**src/rtl/reduce_accumulator_if.sv**
```systemverilog
// Stream-in / drain-out handshake plus the external BRAM port of reduce_accumulator.
interface reduce_accumulator_if #(
  parameter int unsigned C_WIDTH     = 32,
  parameter int unsigned C_LOG_DEPTH = 2
) ();
  logic                   i_valid;
  logic                   o_ready;
  logic [C_LOG_DEPTH-1:0] i_key;
  logic [C_WIDTH-1:0]     i_value;
  logic                   i_flush;
  logic                   o_valid;
  logic                   i_ready;
  logic [C_LOG_DEPTH-1:0] o_key;
  logic [C_WIDTH-1:0]     o_sum;
  logic                   o_done;
  logic [C_LOG_DEPTH-1:0] o_waddr;
  logic                   o_wen;
  logic [C_WIDTH-1:0]     o_wdata;
  logic [C_LOG_DEPTH-1:0] o_raddr;
  logic                   o_ce;
  logic [C_WIDTH-1:0]     i_rdata;

  modport slave (
    input  i_valid, i_key, i_value, i_flush, i_ready, i_rdata,
    output o_ready, o_valid, o_key, o_sum, o_done,
           o_waddr, o_wen, o_wdata, o_raddr, o_ce
  );

  modport master (
    output i_valid, i_key, i_value, i_flush, i_ready, i_rdata,
    input  o_ready, o_valid, o_key, o_sum, o_done,
           o_waddr, o_wen, o_wdata, o_raddr, o_ce
  );
endinterface

```
**src/rtl/reduce_accumulator.sv**
```systemverilog
// Per-key running sums held in an external BRAM; one beat per cycle with write forwarding,
// and a flush that drains every (key, sum) pair in key order while zeroing the table.
module reduce_accumulator #(
  parameter int unsigned C_WIDTH     = 32,
  parameter int unsigned C_LOG_DEPTH = 2
) (
  input  logic               i_clk,
  input  logic               i_rst_n,
  reduce_accumulator_if.slave bus
);

  localparam int unsigned DEPTH = 1 << C_LOG_DEPTH;

  typedef enum logic [1:0] {
    ACCUM   = 2'd0,
    FL_WAIT = 2'd1,
    FL_RD   = 2'd2,
    FL_OUT  = 2'd3
  } state_t;

  state_t                 state, state_nxt;
  logic [C_LOG_DEPTH-1:0] cnt, cnt_nxt;
  logic                   done_q, done_nxt;

  logic                   s1_valid;
  logic [C_LOG_DEPTH-1:0] s1_key;
  logic [C_WIDTH-1:0]     s1_value;

  logic                   prev_wen;
  logic [C_LOG_DEPTH-1:0] prev_waddr;
  logic [C_WIDTH-1:0]     prev_wdata;

  logic                   accept_c;
  logic                   ready_c;
  logic [C_WIDTH-1:0]     operand_c;
  logic                   ce_c, wen_c, valid_c;
  logic [C_LOG_DEPTH-1:0] raddr_c, waddr_c, key_c;
  logic [C_WIDTH-1:0]     wdata_c, sum_c;

  assign accept_c = bus.i_valid & ready_c;

  // BRAM read returns pre-write data, so a same-key write in the previous cycle must be forwarded
  assign operand_c = (prev_wen && (prev_waddr == s1_key)) ? prev_wdata : bus.i_rdata;

  // Next-state and all combinational port drive
  always_comb begin
    state_nxt = state;
    cnt_nxt   = cnt;
    done_nxt  = 1'b0;
    ready_c   = 1'b0;
    ce_c      = 1'b0;
    raddr_c   = '0;
    wen_c     = 1'b0;
    waddr_c   = '0;
    wdata_c   = '0;
    valid_c   = 1'b0;
    key_c     = '0;
    sum_c     = '0;

    if (s1_valid) begin
      wen_c   = 1'b1;
      waddr_c = s1_key;
      wdata_c = operand_c + s1_value;
    end

    unique case (state)
      ACCUM: begin
        ready_c = 1'b1;
        if (bus.i_valid) begin
          ce_c    = 1'b1;
          raddr_c = bus.i_key;
        end
        if (bus.i_flush) state_nxt = FL_WAIT;
      end
      FL_WAIT: begin
        cnt_nxt   = '0;
        state_nxt = FL_RD;
      end
      FL_RD: begin
        ce_c      = 1'b1;
        raddr_c   = cnt;
        state_nxt = FL_OUT;
      end
      FL_OUT: begin
        valid_c = 1'b1;
        key_c   = cnt;
        sum_c   = bus.i_rdata;
        if (bus.i_ready) begin
          wen_c   = 1'b1;
          waddr_c = cnt;
          wdata_c = '0;
          if (cnt == C_LOG_DEPTH'(DEPTH - 1)) begin
            done_nxt  = 1'b1;
            state_nxt = ACCUM;
          end else begin
            cnt_nxt   = cnt + C_LOG_DEPTH'(1);
            state_nxt = FL_RD;
          end
        end
      end
      default: state_nxt = ACCUM;
    endcase
  end

  always_ff @(posedge i_clk or negedge i_rst_n) begin
    if (!i_rst_n) begin
      state      <= ACCUM;
      cnt        <= '0;
      done_q     <= 1'b0;
      s1_valid   <= 1'b0;
      s1_key     <= '0;
      s1_value   <= '0;
      prev_wen   <= 1'b0;
      prev_waddr <= '0;
      prev_wdata <= '0;
    end else begin
      state      <= state_nxt;
      cnt        <= cnt_nxt;
      done_q     <= done_nxt;
      s1_valid   <= accept_c;
      if (accept_c) begin
        s1_key   <= bus.i_key;
        s1_value <= bus.i_value;
      end
      prev_wen   <= wen_c;
      prev_waddr <= waddr_c;
      prev_wdata <= wdata_c;
    end
  end

  assign bus.o_ready = ready_c;
  assign bus.o_valid = valid_c;
  assign bus.o_key   = key_c;
  assign bus.o_sum   = sum_c;
  assign bus.o_done  = done_q;
  assign bus.o_ce    = ce_c;
  assign bus.o_raddr = raddr_c;
  assign bus.o_wen   = wen_c;
  assign bus.o_waddr = waddr_c;
  assign bus.o_wdata = wdata_c;

endmodule
```
**src/flat_wrapper.sv**
```systemverilog
// flat-port wrapper written by rule: the top's interface ports become plain ports
module reduce_accumulator_flat 
#(
  parameter int unsigned C_WIDTH     = 32,
  parameter int unsigned C_LOG_DEPTH = 2
)
  (i_clk, i_rst_n, bus_i_valid, bus_i_key, bus_i_value, bus_i_flush, bus_i_ready, bus_i_rdata, bus_o_ready, bus_o_valid, bus_o_key, bus_o_sum, bus_o_done, bus_o_waddr, bus_o_wen, bus_o_wdata, bus_o_raddr, bus_o_ce);
  reduce_accumulator_if #(.C_WIDTH(C_WIDTH), .C_LOG_DEPTH(C_LOG_DEPTH)) bus_i ();
  input  logic i_clk;
  input  logic i_rst_n;
  input wire logic [$bits(bus_i.i_valid)-1:0] bus_i_valid;
  input wire logic [$bits(bus_i.i_key)-1:0] bus_i_key;
  input wire logic [$bits(bus_i.i_value)-1:0] bus_i_value;
  input wire logic [$bits(bus_i.i_flush)-1:0] bus_i_flush;
  input wire logic [$bits(bus_i.i_ready)-1:0] bus_i_ready;
  input wire logic [$bits(bus_i.i_rdata)-1:0] bus_i_rdata;
  output wire logic [$bits(bus_i.o_ready)-1:0] bus_o_ready;
  output wire logic [$bits(bus_i.o_valid)-1:0] bus_o_valid;
  output wire logic [$bits(bus_i.o_key)-1:0] bus_o_key;
  output wire logic [$bits(bus_i.o_sum)-1:0] bus_o_sum;
  output wire logic [$bits(bus_i.o_done)-1:0] bus_o_done;
  output wire logic [$bits(bus_i.o_waddr)-1:0] bus_o_waddr;
  output wire logic [$bits(bus_i.o_wen)-1:0] bus_o_wen;
  output wire logic [$bits(bus_i.o_wdata)-1:0] bus_o_wdata;
  output wire logic [$bits(bus_i.o_raddr)-1:0] bus_o_raddr;
  output wire logic [$bits(bus_i.o_ce)-1:0] bus_o_ce;
  assign bus_i.i_valid = bus_i_valid;
  assign bus_i.i_key = bus_i_key;
  assign bus_i.i_value = bus_i_value;
  assign bus_i.i_flush = bus_i_flush;
  assign bus_i.i_ready = bus_i_ready;
  assign bus_i.i_rdata = bus_i_rdata;
  assign bus_o_ready = bus_i.o_ready;
  assign bus_o_valid = bus_i.o_valid;
  assign bus_o_key = bus_i.o_key;
  assign bus_o_sum = bus_i.o_sum;
  assign bus_o_done = bus_i.o_done;
  assign bus_o_waddr = bus_i.o_waddr;
  assign bus_o_wen = bus_i.o_wen;
  assign bus_o_wdata = bus_i.o_wdata;
  assign bus_o_raddr = bus_i.o_raddr;
  assign bus_o_ce = bus_i.o_ce;
  reduce_accumulator #(.C_WIDTH(C_WIDTH), .C_LOG_DEPTH(C_LOG_DEPTH)) u_core (.i_clk(i_clk), .i_rst_n(i_rst_n), .bus(bus_i));
endmodule
```
**config.mk**
```make
export PLATFORM = sky130hd
export DESIGN_NAME = reduce_accumulator_flat
export DESIGN_NICKNAME = d
export VERILOG_FILES = /design/src/rtl/reduce_accumulator_if.sv /design/src/rtl/reduce_accumulator.sv /design/src/flat_wrapper.sv
export SDC_FILE = /design/constraint.sdc
export NUM_CORES = 1
export LEC_CHECK = 0
export ABC_AREA = 1
export CAP_MARGIN = 20
export CORE_MARGIN = 5
export CORE_UTILIZATION = 50
export CTS_CLUSTER_DIAMETER = 80
export DETAILED_ROUTE_END_ITERATION = 7
export PLACE_DENSITY = 0.94
export SETUP_SLACK_MARGIN = 0.5
export SLEW_MARGIN = 20
export SYNTH_ARGS = -nofsm -noshare
export SYNTH_HDL_FRONTEND = slang
export SYNTH_SLANG_ARGS = --single-unit
```
**constraint.sdc**
```tcl
create_clock -name i_clk -period 9 [get_ports i_clk]
set_clock_uncertainty 0.15 [all_clocks]
set_input_delay 1.8 -clock i_clk [delete_from_list [all_inputs] [get_ports i_clk]]
set_output_delay 1.8 -clock i_clk [all_outputs]
set_load 0.05 [all_outputs]
```
; ---- Yosys cells after proc, flatten, opt, wreduce, memory -nomap -nowiden
; Cells that the tools add are included.
[word_totals]
register_bits = 75
input_bits = 71
elab_cells = 53
[classes]
n_addsub = 2
eq_ne = 8
mux = 28
bitwise_logic = 1
n_reduce_logical = 5
[ops]
columns = operator, n
row1 = two-way mux 32 bit, 5
row2 = adder 32 bit, 1
row3 = two-way mux 2 bit, 10
row4 = two-way mux 1 bit, 9
row5 = one-hot mux 2 bit (2 select lines), 2
row6 = one-hot mux 2 bit (4 select lines), 1
row7 = equality test 2 bit (second input constant), 3
row8 = != test 2 bit (second input constant), 3
row9 = AND reduction 3 bit, 1
row10 = adder 2 x 1 -> 2 bit (second input constant), 1
row11 = equality test 2 x 1 -> 1 bit (second input constant), 1
row12 = equality test 2 bit, 1
row13 = zero test 2 bit, 1
row14 = one-hot mux 1 bit (2 select lines), 1
row15 = AND reduction 2 bit, 1
row16 = nonzero test 2 bit, 1
row17 = bitwise AND 1 bit, 1
row18 = logical AND 1 bit, 1

; ---- Depth between registers and ports, before layout
[depth]
depth_word = 7
ltp_mapped = 21
ltp_nobuf = 20

; ---- Worst setup path after synthesis
; Ideal clock, no wire load.
[synth_timing]
kind = input to output
start = input port bus_i_rdata[0]
end = output port bus_o_wdata[24]
arrival_ns = 3.901
slack_ns = 3.149
path_stages = 15
cell_sequence = inv_1 -> o21ai_0 -> ha_1 -> fa_1 -> nand3_1 -> nand3_2 -> nand2_1 -> nand2_1 -> nand2_1 -> nand2_2 -> nand2_1 -> nand2_1 -> nand2_1 -> inv_1 -> nor2_1
[synth_between]
elab_chain_len = 5
[synth_lines]
columns = element, line
row1 = start: declaration, flat_wrapper.sv:16  ; input wire logic [$bits(bus_i.i_rdata)-1:0] bus_i_rdata;
row2 = two-way mux 32 bit *, reduce_accumulator.sv:43  ; assign operand_c = (prev_wen && (prev_waddr == s1_key)) ? prev_wdata : bus.i_rdata;
row3 = adder 32 bit *, reduce_accumulator.sv:63  ; wdata_c = operand_c + s1_value;
row4 = two-way mux 32 bit *, reduce_accumulator.sv:60  ; if (s1_valid) begin
row5 = two-way mux 32 bit, reduce_accumulator.sv:88  ; if (bus.i_ready) begin
row6 = two-way mux 32 bit *, reduce_accumulator.sv:66  ; unique case (state)
row7 = end: declaration, flat_wrapper.sv:24  ; output wire logic [$bits(bus_i.o_wdata)-1:0] bus_o_wdata;
; Mark *: on every way between the ends. The rest lies on a longest branch, timed or not.

; ---- Worst setup path after layout
[layout_timing]
start = input port bus_i_rdata[0]
end = output port bus_o_wdata[30]
; Same word-level chain as after synthesis.

==> impl_results.rst <==
.. list-table::
   :header-rows: 1

   * - Metric
     - Value
   * - Run status
     - finished, final reports clean
   * - Total leakage power
     - 4.210 nW
   * - Data required time of the worst path
     - 7.05 ns
   * - Cell-internal power
     - 869.2 uW
   * - Layout area overhead
     - 32.42%
   * - Diodes inserted
     - 0
   * - Initial Utilization
     - 51.58%
   * - Max-slew headroom
     - 37.90%
   * - Hold Violations, Final
     - 0
   * - Cell count after synthesis
     - 912
   * - Area used by multi-input combinational logic
     - 3087 sq um
   * - Number of buffers inserted during clock tree synthesis
     - 9
   * - Data arrival time at the worst-slack endpoint
     - 4.90 ns
   * - Number of flops mapped to enable cells by yosys
     - 0
   * - Clock network fraction of total power
     - 22.3%
   * - Grt peak-use layer
     - met2
   * - Switching Share
     - 45.60%
   * - Crit Path Category
     - primary input to output pin
   * - Worst-path maximum fanout
     - 5
   * - Height of the die
     - 116.4 um
   * - Flip-flop and latch area
     - 1877 sq um
   * - Cell Rows
     - 38
   * - R2r worst-path depth
     - 16
   * - Power density over cell area
     - 213.0 nW/um^2
   * - Setup slack on the worst flop-to-flop path
     - 5.41 ns
   * - Clk_lat worst skew
     - 0.33 ns
   * - FFs w/ async S/R, synth
     - 100.0%
   * - Detailed Route WL
     - 16.35 mm
   * - CTS tree
     - built
   * - Area leader, netlist
     - dfrtp_1
   * - Clock buffer depth
     - 2
   * - Portion of total power attributed to combinational logic
     - 51.2%
   * - Detail Route Antenna Nets
     - 0
   * - Max capacitance violation total
     - 0
   * - Most common cell in the synthesized netlist
     - nand2_1
   * - Final std cells w/o fill
     - 1,196
   * - Post-placement cell count
     - 1,180
   * - Net count of the finished layout
     - 1,162
   * - Startpoint of the tightest hold check path
     - u_core.s1_value[18]$_DFFE_PN0P_
   * - Met1 track utilization from global routing
     - 32.75%
   * - Top cells by area, synth
     - dfrtp_1, nand2_1, inv_1
   * - Share of post-route cells with drive strength above 1
     - 3.314%
   * - Capturing element type of the critical path
     - output pin
   * - Synth Register Bits
     - 75
   * - Startpoint of the lowest-slack register-to-register path
     - u_core.s1_key[1]$_DFFE_PN0P_
   * - Most used DFF post-synth
     - dfrtp_1
   * - Area inside the core boundary
     - 10,980 sq um
   * - Part of the total power dissipated in sequential elements
     - 26.5%
   * - Startpoint type of the worst setup path
     - primary input
   * - Via count of the first global-routing pass
     - 5,808
   * - Highest achievable clock rate
     - 0.1461 GHz
   * - Worst flop-to-flop path endpoint
     - u_core.prev_wdata[28]$_DFF_PN0_
   * - Placer Congestion
     - 0.9540
   * - Chip width
     - 116.4 um
   * - Count of unique library cells instantiated by Yosys
     - 33
   * - Final Cycle Share
     - 76.07%
   * - H-tree level count
     - 3
   * - Final Worst Setup Slack
     - 2.154 ns
   * - Global-route wire length before repair
     - 26.75 mm
   * - Slew Viols, Final
     - 0
   * - Hold_buf cts
     - 0
   * - Max IR drop VDD
     - 115.6 uV
   * - Via-per-instance ratio
     - 5.038
   * - Share of synthesized area occupied by flip-flops and latches
     - 33.13%
   * - Period minus WS final
     - 6.846 ns
   * - Commonest cells post-synth
     - nand2_1, inv_1, nor2_1
   * - Critical path endpoint
     - bus_o_wdata[30]
   * - Total standard cell area after synthesis
     - 5665 sq um
   * - Synthesized netlist net count
     - 1,023
   * - Worst Setup SP
     - bus_i_rdata[0]
   * - Slew at the pin with the worst max-slew slack
     - 0.9315 ns
   * - Post-synthesis area per instance
     - 6.212 sq um
   * - Cells resized by post-CTS repair
     - 0
   * - Antenna violations before repair
     - 0
   * - Number of clock sinks
     - 75
   * - Detailed Route Iter0 Violations
     - 549
   * - Yosys warning count
     - 0
   * - Grt met3 use
     - 4.352%
   * - Placed wire-length estimate
     - 12.46 mm
   * - Area share of the leading cell type in the synthesized netlist
     - 33.13%
   * - P_sw
     - 728.7 uW
   * - Clk root buf
     - clkbuf_16
   * - Num ports
     - 146
   * - Setup TNS
     - 0 ns
   * - Pin count of the biggest net entering global routing
     - 76
   * - Input/output buffers
     - 145
   * - DRC violations left
     - 0
   * - Routed length per placed instance
     - 13.67 um
   * - Final number of setup-violating endpoints
     - 0
   * - Worst min path class
     - register to register
   * - Worst-path clk slew
     - 0.06 ns
   * - GRT overflow
     - 0
   * - Layout fillers
     - 941
   * - Area of the die
     - 13,560 sq um
   * - Global-route usage over all layers
     - 24.68%
   * - DRT Pass-1 Iters
     - 7
   * - Vias
     - 6,026
   * - Post-placement worst setup slack
     - 2.166 ns
   * - Setup repair after global routing missed its margin
     - no
   * - # Post-CTS Setup Buffers
     - 0
   * - Met2 Use GR
     - 41.61%
-- logic make-up (layout without fill, tap and decap cells) --
kind of cell / after synthesis / after routing / share of synthesized area [%]
adders and majority gates: 40 / 40 / 8.966
and+or+nand+nor: 515 / 515 / 36.17
buffers and inverters: 181 / 325 / 12.39
AOI/OAI and AO/OA: 101 / 101 / 9.342
DFF: 75 / 75 / 33.13
-- sequential cells by signal, summed over array words and instances, names as in the netlist --
signal,cells
u_core.bus.o_done,1
u_core.cnt,2
u_core.prev_waddr,2
u_core.prev_wdata,32
u_core.prev_wen,1
u_core.s1_key,2
u_core.s1_valid,1
u_core.s1_value,32
u_core.state,2
-- metrics by stage --
stage | area (sq um) | total power [mW] | hold WS (ns) | utilization [%]
floorplan | 5665 | 0.9925 | 0.3028 | -
global placement | 7207 | 1.218 | 0.3209 | 65.62
detailed placement | 7207 | 1.236 | 0.3214 | 65.62
CTS | 7502 | 1.598 | 0.3421 | 68.31
global route | 7502 | 1.706 | 0.3554 | 68.31
finish | 7502 | 1.598 | 0.3390 | 68.31
-- power groups by stage --
| stage | registers (mW) | logic (mW) | clock network (mW) |
|---|---|---|---|
| after global routing | 0.430 | 0.902 | 0.374 |
| final | 0.424 | 0.817 | 0.357 |
| after detailed placement | 0.428 | 0.808 | 0 |
| after CTS | 0.423 | 0.814 | 0.361 |
| after floorplan | 0.420 | 0.573 | 0 |
| after global placement | 0.426 | 0.793 | 0 |
-- routing by layer --
layer / part of all wire, % / wire length, um / vias to the layer above
li1: - / - / 3048
met1: 44 / 7149 / 2758
met2: 47 / 7756 / 204
met3: 7.6 / 1247 / 16
met4: 1.2 / 200 / 0
met5: 0 / 0 / -
-- area by class of cell --
| type | instances | area share (%) |
|---|---|---|
| timing repair buffer | 146 | 19.41 |
| clock buffer | 10 | 3.052 |
| multi-input combinational | 656 | 41.14 |
| clock inverter | 6 | 0.8839 |
| sequential | 75 | 25.02 |
| tap | 140 | 2.335 |
| inverter | 163 | 8.155 |
-- placed cells by master (no fill, tap or decap), drive strengths merged, types with 3 or more instances in the layout --
cell type      instances
nand3                 34
clkbuf                10
a21oi                 42
nor3                   5
clkinvlp               3
o21ai                 48
nand2                365
dfrtp                 75
clkdlybuf4s50        144
inv                  163
ha                    39
o21a                   4
nor2                 101
-- worst min path at each step --
stage	to	cells after the start	slack, ns
2_1_floorplan	u_core.s1_value[30]$_DFFE_PN0P_	2	0.30
3_3_place_gp	u_core.s1_value[19]$_DFFE_PN0P_	2	0.32
3_5_place_dp	u_core.s1_value[27]$_DFFE_PN0P_	2	0.32
4_1_cts	u_core.s1_value[18]$_DFFE_PN0P_	2	0.34
5_1_grt	u_core.s1_value[8]$_DFFE_PN0P_	2	0.36
6_report	u_core.s1_value[18]$_DFFE_PN0P_	2	0.34
-- worst max-delay path, stage by stage --
cell and delay, ns:
clkdlybuf4s50_1 0.41, inv_1 0.07, o21ai_0 0.09, ha_1 0.29
fa_1 0.45, nand3_1 0.12, nand3_2 0.12, nand2_1 0.10
nand2_1 0.08, nand2_1 0.08, nand2_2 0.08, nand2_1 0.10
a21oi_1 0.07, nor2_1 0.19, clkdlybuf4s50_1 0.84
No activity file was read; power rests on OpenSTA's default activity.
